===== src/rtl/ex_issue_skid_buffer_pkg.sv =====
// Shared types for the EX issue skid buffer: ALU select codes, payload layout, buffer state.
package ex_pkg;
  localparam int SEL_W     = 3;
  localparam int EX_DATA_W = 64;
  localparam int EX_REG_W  = 5;

  typedef enum logic [SEL_W-1:0] {
    ADD, SUB, AND, ORR, EOR, LSL, LSR, PASSB
  } alu_sel_e;

  typedef enum logic [1:0] {
    EMPTY, BUSY, FULL
  } buf_state_e;

  // Default-width view of one issue payload; the top packs the same field order.
  typedef struct packed {
    logic [SEL_W-1:0]     alu_sel;
    logic [EX_DATA_W-1:0] op_a;
    logic [EX_DATA_W-1:0] op_b;
    logic [EX_REG_W-1:0]  rd;
    logic                 reg_write;
    logic                 mem_read;
  } ex_payload_t;
endpackage


===== src/rtl/ex_payload_reg.sv =====
// Payload flop: async active-low reset, synchronous clear dominating load enable.
module ex_payload_reg #(
  parameter int W = 8
) (
  input  logic         clk,
  input  logic         reset,
  input  logic         clr,
  input  logic         ld,
  input  logic [W-1:0] d,
  output logic [W-1:0] q
);
  always_ff @(posedge clk or negedge reset) begin
    if (!reset)   q <= '0;
    else if (clr) q <= '0;
    else if (ld)  q <= d;
  end
endmodule


===== src/rtl/ex_issue_skid_buffer.sv =====
// Two-entry skid buffer feeding the EX result-select bank; ready is decoded from state only.
// Optional stall counter port enabled by defining EX_STALL_CNT_EN.
module ex_issue_skid_buffer import ex_pkg::*; #(
  parameter int DATA_W = EX_DATA_W,
  parameter int REG_W  = EX_REG_W
) (
  input  logic              clk,
  input  logic              reset,
  input  logic              flush,
  input  logic              in_valid,
  output logic              in_ready,
  input  logic [SEL_W-1:0]  in_alu_sel,
  input  logic [DATA_W-1:0] in_op_a,
  input  logic [DATA_W-1:0] in_op_b,
  input  logic [REG_W-1:0]  in_rd,
  input  logic              in_reg_write,
  input  logic              in_mem_read,
  output logic              out_valid,
  input  logic              out_ready,
  output logic [SEL_W-1:0]  out_alu_sel,
  output logic [DATA_W-1:0] out_op_a,
  output logic [DATA_W-1:0] out_op_b,
  output logic [REG_W-1:0]  out_rd,
  output logic              out_reg_write,
  output logic              out_mem_read
`ifdef EX_STALL_CNT_EN
  ,
  output logic [31:0]       stall_cycles
`endif
);
  localparam int PW = SEL_W + 2*DATA_W + REG_W + 2;

  buf_state_e state_q, state_d;
  logic [PW-1:0] in_pl, main_d, main_q, skid_q;
  logic in_fire, out_fire, main_ld, skid_ld, main_from_skid;
  logic rw_q, mr_q;

  assign in_ready  = (state_q != FULL);
  assign out_valid = (state_q != EMPTY);
  assign in_fire   = in_valid & in_ready;
  assign out_fire  = out_valid & out_ready;

  assign in_pl  = {in_alu_sel, in_op_a, in_op_b, in_rd, in_reg_write, in_mem_read};
  assign main_d = main_from_skid ? skid_q : in_pl;

  always_comb begin
    state_d        = state_q;
    main_ld        = 1'b0;
    skid_ld        = 1'b0;
    main_from_skid = 1'b0;
    case (state_q)
      EMPTY: if (in_fire) begin state_d = BUSY; main_ld = 1'b1; end
      BUSY: begin
        if (in_fire && out_fire) main_ld = 1'b1;
        else if (in_fire)  begin state_d = FULL; skid_ld = 1'b1; end
        else if (out_fire) state_d = EMPTY;
      end
      FULL: if (out_fire) begin state_d = BUSY; main_ld = 1'b1; main_from_skid = 1'b1; end
      default: state_d = EMPTY;
    endcase
    // Flush wins over any transfer; the payload regs clear via their clr input.
    if (flush) state_d = EMPTY;
  end

  always_ff @(posedge clk or negedge reset) begin
    if (!reset) state_q <= EMPTY;
    else        state_q <= state_d;
  end

  ex_payload_reg #(.W(PW)) u_main (
    .clk(clk), .reset(reset), .clr(flush), .ld(main_ld), .d(main_d), .q(main_q)
  );

  ex_payload_reg #(.W(PW)) u_skid (
    .clk(clk), .reset(reset), .clr(flush), .ld(skid_ld), .d(in_pl), .q(skid_q)
  );

  assign {out_alu_sel, out_op_a, out_op_b, out_rd, rw_q, mr_q} = main_q;
  assign out_reg_write = rw_q & out_valid;
  assign out_mem_read  = mr_q & out_valid;

`ifdef EX_STALL_CNT_EN
  always_ff @(posedge clk or negedge reset) begin
    if (!reset) stall_cycles <= '0;
    else if (out_valid && !out_ready && stall_cycles != 32'hFFFF_FFFF)
      stall_cycles <= stall_cycles + 32'd1;
  end
`endif
endmodule


===== config.mk =====
export PLATFORM = sky130hd
export DESIGN_NAME = ex_issue_skid_buffer
export DESIGN_NICKNAME = d
export VERILOG_FILES = /design/src/rtl/ex_issue_skid_buffer_pkg.sv /design/src/rtl/ex_payload_reg.sv /design/src/rtl/ex_issue_skid_buffer.sv
export SDC_FILE = /design/constraint.sdc
export NUM_CORES = 1
export LEC_CHECK = 0
export ABC_AREA = 1
export BUFFER_PORTS_ARGS = -buffer_cell sky130_fd_sc_hd__buf_2
export CAP_MARGIN = 20
export CELL_PAD_IN_SITES_DETAIL_PLACEMENT = 1
export CELL_PAD_IN_SITES_GLOBAL_PLACEMENT = 2
export CORE_ASPECT_RATIO = 1.5
export CORE_MARGIN = 2
export CORE_UTILIZATION = 34
export DETAILED_ROUTE_END_ITERATION = 10
export PLACE_DENSITY_LB_ADDON = 0.1
export SLEW_MARGIN = 20
export SYNTH_ARGS = -nofsm -noshare
export SYNTH_HDL_FRONTEND = slang
export SYNTH_SLANG_ARGS = --single-unit

===== constraint.sdc =====
create_clock -name clk -period 3.2 [get_ports clk]
set_input_delay 0.32 -clock clk [delete_from_list [all_inputs] [get_ports clk]]
set_output_delay 0.32 -clock clk [all_outputs]
set_load 0.02 [all_outputs]

==> summary.md <==
Ranked by instance count, the synthesized netlist is headed by sky130_fd_sc_hd__nand2_1, sky130_fd_sc_hd__dfrtp_1, sky130_fd_sc_hd__nand3_1, sky130_fd_sc_hd__buf_4, sky130_fd_sc_hd__nand4_1. The die is 170 um wide. TritonCTS built the clock tree.

The worst setup path is of the flop to output pin kind. Summing over every cut layer, the via total after detailed routing is 12.7k. The number of design-rule violations left by the first detailed-router iteration was 684; the first-pass detailed-route iteration total was 5. The global-route wire length before repair is 74,200 um. For the overall fraction of global-route tracks in use, the log shows 0.214.

After legalization and detailed placement, the total HPWL measured 25,900 um. The largest single stage delay on the critical path is 460 ps. The period utilization works out to 0.644. The most used standard cell by instance count after synthesis was sky130_fd_sc_hd__nand2_1.

The tools report the part of the total power dissipated in combinational logic as 0.158. Dividing total power by cell area gives a power density of 514 mW/mm^2. The run gives 6290 uW as the internal cell power. On the critical path, the stage with the largest delay is an instance of sky130_fd_sc_hd__dfrtp_1. The floorplan step set the die height to 253 um. Of all nets on the critical path, the largest fanout is 5.

After clock tree synthesis, the clock-pin slew on the worst setup and hold paths is 60 ps. Relative to the synthesized area, the layout overhead comes to 21.9%. At the worst endpoint, the required time is 2880 ps. The number of unique standard cell types used by synthesis is 17, and the pin count of the biggest net entering global routing is 155. Routability-driven placement finished with a final weighted congestion of 0.747. Hold timing on the final database bottoms out at a slack of 18.9 ps. Based on the critical path, the design can be clocked at up to 485 MHz. For the clock sink total, the log shows 278. The initial antenna violation count was 2.

After detailed routing, the total wire length is 46,400 um. The run gives 13.2k as the number of global-route vias before repair. For the pin with the worst max-slew slack, the measured transition is 883 ps.

The proportion of register bits with asynchronous set or reset after synthesis works out to 1.00. For the final database, setup skew stands at 8.68 ps. The number of hold violations in the final report was 0. The cell count after placement was 2,341; the number of synthesized flops with an enable pin was 0. The biggest area contributor in the post-synthesis netlist is sky130_fd_sc_hd__dfrtp_1. The count of pins on the block boundary came out at 283.

Switching share of total power: 0.288. Counting every instance in the synthesized netlist gives 1,810. Setup repair after global routing left no endpoint under its margin. In the post-synthesis netlist, the biggest area contributors are sky130_fd_sc_hd__dfrtp_1, sky130_fd_sc_hd__nand2_1, sky130_fd_sc_hd__nand3_1. The run gives 0.419 as the utilization of the core after routing.

The run gives 2,140 as the net total in the final layout. Cell at the root of the clock tree: sky130_fd_sc_hd__clkbuf_16. The net count after synthesis is 1,953, and the relative slew slack is 0.411. The number of gates resized after CTS was 0.

The remaining global-route overflow is 0, and the maximum resistive drop on vdd is 0.400 mV. Port buffering added 282 buffers. Counting the fill cells in the layout gives 5,029. The count of nets left with antenna violations once routing finished came out at 0. The mean routed wirelength per cell works out to 18.3 um.

The sequential fraction of the synthesis area is 0.493, and the number of standard cells in the layout, taps in and fillers out is 2,531. The signal on the critical path passes through inv_2 > nand2_1 > inv_1 > nor2_1 > buf_2. For this run, design rule violations remaining after detail routing come to 0. The worst setup path is launched from a flop.

The max-slew violation total from the final report was 0. The later-pin clock latency in the skew report is 570 ps, and the initial core utilization is 0.344. Counting both buffers and inverters, the worst setup path holds a total of 3. For the maximum buffer depth of the clock tree, the log shows 3.

After layout, the minimum clock period comes to 2060 ps. In this run the mean area of a mapped cell was 7.79 sq um. Among all flip-flop cells after synthesis, the most frequent one is sky130_fd_sc_hd__dfrtp_1. The arrival time of the worst setup path was 1740 ps.

The critical path endpoint category is an output pin. Area share of the leading cell type in the synthesized netlist: 0.493. The logs give 0 for the number of violations of the max-capacitance limit and 0 for the count of endpoints failing setup in the final report. The logs give 0.436 for the share of total power in sequential cells and 8840 uW for the total power after layout. The core region is 0.0410 sq mm. After detailed routing, the number of vias per cell comes to 5.03. The die covers 0.0431 sq mm.

Flip-flop and latch count after synthesis: 278. In this run the worst hold path is classified as input pin to flop. The logs give 2550 uW for the switching power and 0 for the count of synthesis-stage warnings from yosys. On the critical path the largest part of the delay comes from flip-flops. The relative contribution of the clock network to total power was 0.406; the site row count was 91. The analysis attributes to cell leakage a power of 0.00955 uW. The level count of the clock H-tree was 1. The run finished with clean final reports. The layout cell share with drive strength beyond 1 is 0.178.

Area of the mapped netlist: 0.0141 sq mm. After clock tree synthesis, the setup repair step added 0 buffers. Clock tree synthesis inserted a total of 30 buffers.

The setup TNS was 0 ps.
-- cell type report --
class / count / area, sq um / area share
Sequential cell: 278 / 6960 / 0.405
Multi-Input combinational cell: 1214 / 5350 / 0.311
Timing Repair Buffer: 438 / 3090 / 0.180
Clock buffer: 47 / 946 / 0.0550
Tap cell: 511 / 639 / 0.0372
Inverter: 35 / 141 / 0.00823
Clock inverter: 6 / 55.1 / 0.00320
Antenna cell: 2 / 5.00 / 0.000291
-- layer usage --
metal | GRT usage | up-vias | wire (um)
li1 | - | 6137 | -
met1 | 0.289 | 6316 | 21100
met2 | 0.370 | 243 | 23100
met3 | 0.0231 | 37 | 1490
met4 | 0.0454 | 0 | 696
met5 | 0 | - | 0
-- cells in the final DEF (no fill, tap or decap), drive strengths merged --
cell and count:
clkbuf 47, nand2 761, dlygate4sd3 135, buf 303
nand3 254, dfrtp 278, bufinv 1, o21ai 54
inv 35, clkinv 5, nand4 140, nor2 5
diode 2
-- through the flow --
step           area [sq um]  setup slack, ps
2_1_floorplan         14100             1810
3_3_place_gp          14800             1200
3_5_place_dp          14800             1130
4_1_cts               17200             1110
5_1_grt               17200              994
6_report              17200             1140
-- power groups by stage --
stage,sequential [uW],combinational (uW),clock (uW)
finish,3850,1390,3590
global route,3880,1550,3830
CTS,3850,1430,3720
detailed placement,3910,1290,0
global placement,3910,1280,0
floorplan,3870,929,0
-- worst reg2reg max path: cells and delay by family, from the launching register on --
kind	cells	cell delay, ps
buffers and inverters	1	360
DFF	1	470
AOI/OAI and AO/OA	1	120
and+or+nand+nor	4	1030
-- repair_timing --
item                                    CTS  global route
hold buffers                            135             0
hold endpoints to repair                205             0
endpoints found under the setup margin    0             0
-- final timing paths --
| kind | from | to | slack (ps) | depth (start not counted) |
|---|---|---|---|---|
| worst max-delay path | state_q[0] | out_reg_write | 1140 | 5 |
| worst min-delay path | in_op_a[48] | u_skid.q[119] | 20 | 3 |
| worst max register to register | state_q[1] | u_main.q[89] | 1160 | 6 |
| worst min register to register | u_skid.q[41] | u_skid.q[41] | 510 | 2 |
| max in group asynchronous | reset | u_skid.q[103] | 2030 | 3 |
| min in group asynchronous | reset | u_main.q[11] | 330 | 2 |
-- kinds of logic after synthesis --
logic type | share of synthesized area
flops | 0.493
simple gates | 0.357
buf+inv | 0.130
compound gates | 0.0194
-- sequential cells by signal (all words and copies together) (netlist names) --
register,cells
u_main.q,138
state_q,2
u_skid.q,138
Power figures use the tool's default switching activity.
